[src/rtl/simd_lane_sequencer.sv]
// Vector issue/collect stage: walks one lane per cycle through an external ALU.
// Optional SIMD_SEQ_BACK_TO_BACK_EN lets DONE hand straight over to ISSUE.
module simd_lane_sequencer #(
  parameter int dataSize = 8,
  parameter int lanes    = 4
) (
  input  logic                      clk,
  input  logic                      rst,
  input  logic                      in_valid,
  output logic                      in_ready,
  input  logic [2:0]                in_op,
  input  logic [lanes*dataSize-1:0] in_vec_a,
  input  logic [lanes*dataSize-1:0] in_vec_b,
  output logic [2:0]                alu_op,
  output logic [dataSize-1:0]       alu_a,
  output logic [dataSize-1:0]       alu_b,
  input  logic [dataSize-1:0]       alu_result,
  input  logic                      alu_neg,
  input  logic                      alu_zero,
  output logic                      out_valid,
  input  logic                      out_ready,
  output logic [lanes*dataSize-1:0] out_vec,
  output logic                      out_any_neg,
  output logic                      out_all_zero
);

  localparam int VW = lanes * dataSize;
  localparam int CW = (lanes > 1) ? $clog2(lanes) : 1;
  localparam logic [CW-1:0] LAST = CW'(lanes - 1);

  typedef enum logic [1:0] {
    IDLE,
    ISSUE,
    DONE
  } state_t;

  state_t         state_q, state_d;
  logic [CW-1:0]  cnt_q, cnt_d;
  logic [2:0]     op_q, op_d;
  logic [VW-1:0]  a_q, a_d;
  logic [VW-1:0]  b_q, b_d;
  logic [VW-1:0]  vec_q, vec_d;
  logic           neg_q, neg_d;
  logic           zero_q, zero_d;

  always_ff @(posedge clk) begin
    if (rst) begin
      state_q <= IDLE;
      cnt_q   <= '0;
      op_q    <= '0;
      a_q     <= '0;
      b_q     <= '0;
      vec_q   <= '0;
      neg_q   <= 1'b0;
      zero_q  <= 1'b0;
    end else begin
      state_q <= state_d;
      cnt_q   <= cnt_d;
      op_q    <= op_d;
      a_q     <= a_d;
      b_q     <= b_d;
      vec_q   <= vec_d;
      neg_q   <= neg_d;
      zero_q  <= zero_d;
    end
  end

  always_comb begin
    state_d  = state_q;
    cnt_d    = cnt_q;
    op_d     = op_q;
    a_d      = a_q;
    b_d      = b_q;
    vec_d    = vec_q;
    neg_d    = neg_q;
    zero_d   = zero_q;
    in_ready = 1'b0;
    alu_op   = '0;
    alu_a    = '0;
    alu_b    = '0;

    unique case (state_q)
      IDLE: begin
        in_ready = 1'b1;
      end
      ISSUE: begin
        alu_op = op_q;
        alu_a  = a_q[int'(cnt_q)*dataSize +: dataSize];
        alu_b  = b_q[int'(cnt_q)*dataSize +: dataSize];
        vec_d[int'(cnt_q)*dataSize +: dataSize] = alu_result;
        neg_d  = neg_q | alu_neg;
        zero_d = zero_q & alu_zero;
        if (cnt_q == LAST) begin
          state_d = DONE;
        end else begin
          cnt_d = cnt_q + 1'b1;
        end
      end
      DONE: begin
`ifdef SIMD_SEQ_BACK_TO_BACK_EN
        in_ready = out_ready;
`else
        in_ready = 1'b0;
`endif
        if (out_ready) begin
          state_d = IDLE;
        end
      end
      default: begin
        state_d = IDLE;
      end
    endcase

    // Acceptance overrides DONE->IDLE when the back-to-back path is open.
    if (in_ready && in_valid) begin
      op_d    = in_op;
      a_d     = in_vec_a;
      b_d     = in_vec_b;
      cnt_d   = '0;
      vec_d   = '0;
      neg_d   = 1'b0;
      zero_d  = 1'b1;
      state_d = ISSUE;
    end
  end

  assign out_valid    = (state_q == DONE);
  assign out_vec      = vec_q;
  assign out_any_neg  = neg_q;
  assign out_all_zero = zero_q;

endmodule

[config.mk]
export PLATFORM = sky130hd
export DESIGN_NAME = simd_lane_sequencer
export DESIGN_NICKNAME = d
export VERILOG_FILES = /design/src/rtl/simd_lane_sequencer.sv
export SDC_FILE = /design/constraint.sdc
export NUM_CORES = 1
export LEC_CHECK = 0
export BUFFER_PORTS_ARGS = -buffer_cell sky130_fd_sc_hd__clkbuf_2
export CAP_MARGIN = 20
export CELL_PAD_IN_SITES_DETAIL_PLACEMENT = 2
export CELL_PAD_IN_SITES_GLOBAL_PLACEMENT = 2
export CORE_UTILIZATION = 29
export DETAILED_ROUTE_END_ITERATION = 8
export PLACE_DENSITY = 0.85
export SETUP_SLACK_MARGIN = 0.05
export SLEW_MARGIN = 20
export SYNTH_ARGS = -nofsm -noshare
export SYNTH_HDL_FRONTEND = slang
export SYNTH_SLANG_ARGS = --single-unit
[constraint.sdc]
create_clock -name clk -period 2.9 [get_ports clk]
set_input_delay 0.145 -clock clk [delete_from_list [all_inputs] [get_ports clk]]
set_output_delay 0.145 -clock clk [all_outputs]
set_load 0.05 [all_outputs]
==> results of run 1 <==
[power groups by stage]
stage                     clock [mW]  combinational (mW)  sequential (mW)
final                           1.16               0.424             1.55
after global routing            1.26               0.466             1.55
after CTS                       1.20               0.431             1.55
after detailed placement           0               0.428             1.58
after global placement             0               0.407             1.57
after floorplan                    0               0.260             1.58
[cell families after synthesis]
logic type	Yosys count	share of synthesized area (%)
xor gates and xnor gates	1	0.204
muxes	19	9.19
DFF	105	49.0
buffers and inverters	40	3.94
AOI/OAI and AO/OA	110	14.9
and+or+nand+nor	197	21.0
adders and majority gates	6	1.75
[final cells by class]
cell class,count,area (µm²),area share [%]
clock buffers,12,246,4.56
clock inverters,4,28.8,0.533
inverters,7,26.3,0.486
multi-input cells,333,2030,37.5
flip-flops and latches,105,2100,38.9
well taps,184,230,4.26
repair buffers,143,738,13.7
[critical path, cell delays in order, from the launching register on]
cell,delay [ps]
dfxtp_2,330
buf_4,400
mux4_2,570
and2_1,190
clkbuf_2,240
[layer usage]
metal	up-vias	GRT usage (%)
met1	1912	22.2
met2	103	33.8
li1	1863	-
met3	10	5.22
met5	-	0
met4	0	5.27
[path summary, 6_finish.rpt]
| check | endpoint | cells past startpoint |
|---|---|---|
| worst max-delay path | alu_a[5] | 4 |
| worst min-delay path | b_q[24]$_SDFFE_PP0P_ | 3 |
| worst max register to register | out_vec[7]$_SDFFE_PP0P_ | 3 |
| worst min register to register | b_q[17]$_SDFFE_PP0P_ | 2 |
[sequential cells by signal, summed over array words and instances, names as in the netlist]
| signal | count |
|---|---|
| a_q | 32 |
| b_q | 32 |
| cnt_q | 2 |
| op_q | 3 |
| out_all_zero | 1 |
| out_any_neg | 1 |
| out_vec | 32 |
| state_q | 2 |
[stage by stage]
stage               hold slack [ps]  area (µm²)  setup slack (ps)  utilization, %  total power [mW]
floorplan                       271        4290               572               -              1.84
global placement                372        5120               908            35.3              1.98
detailed placement              382        5120               629            35.3              2.01
CTS                          0.0817        5390               612            37.2              3.17
global route                   8.15        5400               474            37.3              3.28
finish                         12.4        5400               666            37.3              3.13
[cells in the mapped netlist, drive strengths merged (2+ instances only)]
cell type,number,area share [%]
buf,16,1.8
inv,7,0.61
and2,19,2.8
mux4,16,8.4
ha,6,1.7
dfxtp,105,49
a21oi,83,9.8
nand2b,4,0.58
o21ai,4,0.47
nand3,8,0.93
mux2,3,0.79
nor3b,3,0.76
a22o,22,4.5
nor2,7,0.61
nand2,144,13
nor3,2,0.50
nor2b,2,0.29
clkbuf,17,1.5
==> impl_metrics.toml, run 1 <==
[status]
status = "complete, no violations"

[worst_setup_path]
r2r_start = "state_q[0]$_SDFFE_PP0P_"
path_class = "reg -> out"
rrSetupSlack_ps = 680
worst-path-max-fanout = 24
required_ps = 2760
setup.worst_path.end_class = "output pin"
cp-start-kind = "register"
crit_start = "cnt_q[0]$_SDFFE_PP0P_"
crit_arrival_ps = 2090

[timing]
setup_viol = 0
fmax_ghz = 0.448
drv_slew = 0
worst_pin_slew_ps = 800
grt_setup_unrepaired = "no"
slew_headroom_pct = 46.6
tns_ps = 0
fin_worst_skew_ps = 3.37
hold_viol_final = 0
period_share_pct = 77.0
period_minus_slack_ps = 2230

[die]
core_mm2 = 0.0145
start_util_pct = 29.6
die-height_um = 124
row_count = 44
io_pins = 136
die-area_mm2 = 0.0153
die_x_um = 124

[synthesis]
synthFlopType = "dfxtp_1"
async_reset_ff_share_pct = 0
syn_area_mm2 = 0.00429
syn-mean-instance-area_um2 = 8.98
ys_ff_latch = 105
postSynthNetCount = 565
seq_area_frac_synth_pct = 49.0
yosys_warnings = 0
synth_edf_count = 0
netlist_instances = 478
ys_types = 33

[detailed_routing]
avgRoutedWirePerCell_um = 17.7
drt-initial-drc-count = 222
dr_wl_met3_um = 745
wirelength_um = 14000
drt-pass1-iter-count = 4
via_per_inst = 4.93
wl_met1_um = 5940
wl_met2_um = 7120
routed.top_layer = "met4"
drcViolationCount = 0
num_vias = 3888
ant_nets = 0

[finish]
final_common_cell = "nand2_1"
antenna_cells = 0
fin_cells = 788
syn2layout_area_growth_pct = 25.9
nFillCells = 1658
layout.cells.most_common_list = "144 x nand2_1, 135 x clkbuf_2, 104 x dfxtp_1, 82 x a21oi_1, 22 x a22o_1"
fin_nets = 686
drive_above_1_share_pct = 30.5

[clocking]
cts_resized = 0
cts.sinks = 105
cts_tree = "built"
numCtsBuffers = 9
post_cts_buffers = 0
clockBufferDepth = 2
clk_pin_slew_ps = 70
cts_root_buf = "clkbuf_16"
clk_latency_ps = 350
ctsHoldBuffers = 0
ctsHtreeMaxLevel = 3

[power_and_ir_drop]
seqPwrFrac_pct = 49.5
p_int_mw = 2.27
combPwrFrac_pct = 13.6
clockPowerShare_pct = 37.0
power_density_mw_per_mm2 = 579
p_leak_nw = 2.28
ir_drop_mv = 0.286
p_sw_share_pct = 27.5
switching_power_uw = 859

[flow_run]
cap_violations = 0

[placed_design]
gp_congestion = 0.749
dp_cells = 771
io_buffers = 135
place_hpwl_um = 9970

[global_routing]
grt_pass1_wl_um = 21700
grt_usage_pct = 19.0
grt_start_max_net_pins = 75
grt_antenna_before_repair = 0
grt-ovfl-total = 0
grt_pass1_vias = 4136

[worst_hold_path]
hold_start = "in_vec_b[24]"
hold_class = "in -> reg"
No activity file was read; power rests on OpenSTA's default activity.
==> run 2, diff against run 1 <==
Clock period 2.9 ns to 2.22 ns, I/O delays scaled along.
==> run 2 against run 1 <==
Clock-buffer cell count is 1 higher. Critical endpoint is now alu_a[6]. Largest power group unchanged. Clock skew is 2.3 ps higher. Worst hold slack worse by 4.7 ps. Routed wire length is 22% higher. Sequential power is 30% higher. Register-to-register slack worse by 430 ps. Non-clock buffer count is 63 higher. Design area is 12% higher. Combinational power is 60% higher.
==> impl_metrics.toml, run 2 (synthesis results as in run 1) <==
[status]
status = "complete, no violations"

[worst_setup_path]
cp_cell_sequence = "buf_6 > mux4_2 > and2_1 > clkbuf_2"
critPathBufInv = 2
setup.worst_path.end_class = "output pin"
worst-path-max-fanout = 14
max_stage_delay_ps = 580
cp-start-kind = "register"
crit_arrival_ps = 1970
critPathSlowestCell = "mux4_2"
crit_family = "multiplexers"
path_class = "reg -> out"
required_ps = 2110

[worst_hold_path]
hold_class = "in -> reg"

[finish]
syn2layout_area_growth_pct = 41.0
layout.cells.most_common_list = "144 x nand2_1, 135 x clkbuf_2, 104 x dfxtp_1, 82 x a21oi_1, 62 x dlygate4sd3_1"
drive_above_1_share_pct = 27.6
fin_cells = 851
final_util_pct = 41.8
final_common_cell = "nand2_1"
nFillCells = 1592
fin_nets = 749
final_area_mm2 = 0.00605

[detailed_routing]
ant_nets = 0
avgRoutedWirePerCell_um = 20.0
wirelength_um = 17000
num_vias = 4236
drt-pass1-iter-count = 4
drcViolationCount = 0
via_per_inst = 4.98
drt-initial-drc-count = 147

[global_routing]
grt_start_max_net_pins = 75
grt_pass1_wl_um = 25800
grt_antenna_before_repair = 1
gr-usage-met2_pct = 43.8
grt-ovfl-total = 0
grt_util_met1_pct = 24.4
grt_pass1_vias = 4698
gr-usage-met3_pct = 4.35
busiest_layer = "met2"
grt_usage_pct = 23.0

[clocking]
post_cts_buffers = 0
ctsHtreeMaxLevel = 3
cts_tree = "built"
numCtsBuffers = 9
cts_root_buf = "clkbuf_16"
clk_pin_slew_ps = 70
cts.sinks = 105
clk_latency_ps = 360
clockBufferDepth = 2

[placed_design]
post_dp_cell_area_mm2 = 0.00516
io_buffers = 135
place_hpwl_um = 9950
dp_cells = 773
gp_congestion = 0.804
pre_cts_ws_ps = 295

[flow_run]
cap_violations = 0

[die]
core_mm2 = 0.0145
die-height_um = 124
row_count = 44
start_util_pct = 29.6
io_pins = 136
die_x_um = 124
die-area_mm2 = 0.0153

[power_and_ir_drop]
power_density_mw_per_mm2 = 695
ir_drop_mv = 0.447
p_leak_nw = 2.55
power_mw = 4.21

[timing]
fmax_ghz = 0.480
period_share_pct = 93.8
tns_ps = 0
drv_slew = 0
hold_viol_final = 0
grt_setup_unrepaired = "no"
whs_ps = 7.71
period_minus_slack_ps = 2080
setup_viol = 0
worst_pin_slew_ps = 815
fin_worst_skew_ps = 5.68
layout_setup_ws_ps = 138
slew_headroom_pct = 45.7
## run 2: changes by cell type in the layout (fill, tap and decap cells not counted), sizes merged
| cell | change |
|---|---|
| diode | +1 |
| clkinv | -2 |
| clkbuf | +1 |
| dlygate4sd3 | +61 |
| buf | +2 |
## run 2: power by group
part	internal, mW	switching [mW]	total (mW)
clock	0.788	0.714	1.50
combinational	0.281	0.399	0.680
sequential	1.97	0.0545	2.02
total	3.04	1.17	4.21
## run 2: cell type report
type	count	area [µm²]	area share, %
multi-input combinational	333	2030	33.5
timing repair buffer	206	1390	23.0
antenna	1	2.50	0.0414
clock inverter	2	15.0	0.248
sequential	105	2100	34.8
inverter	7	26.3	0.434
clock buffer	13	250	4.14
tap	184	230	3.81
## run 2: timing repair
item                                   CTS  global route
hold buffers                            62             0
endpoints found under the hold margin   62             0
gates resized for setup                  0             1
setup endpoints to repair                0             9
## run 2: path summary, 6_finish.rpt
path / from / to / slack (ps) / cells past startpoint
hold / removal: in_vec_b[7] / b_q[7]$_SDFFE_PP0P_ / 8 / 3
setup reg to reg: cnt_q[0]$_SDFFE_PP0P_ / out_vec[14]$_SDFFE_PP0P_ / 250 / 5
hold reg to reg: a_q[9]$_SDFFE_PP0P_ / a_q[9]$_SDFFE_PP0P_ / 450 / 2
setup / recovery: cnt_q[0]$_SDFFE_PP0P_ / alu_a[6] / 140 / 4
## run 2: tightest hold or removal path: stages
cell,delay (ps)
clkbuf_2,80
nand2_1,60
a21oi_1,60
## run 2: per-layer routing
metal / vias to the layer above / share of wire, % / routed length [µm]
met2: 128 / 55 / 9280
met4: 0 / 3.1 / 521
met3: 32 / 3.6 / 620
li1: 1984 / - / -
met5: - / 0 / 0
met1: 2092 / 39 / 6600
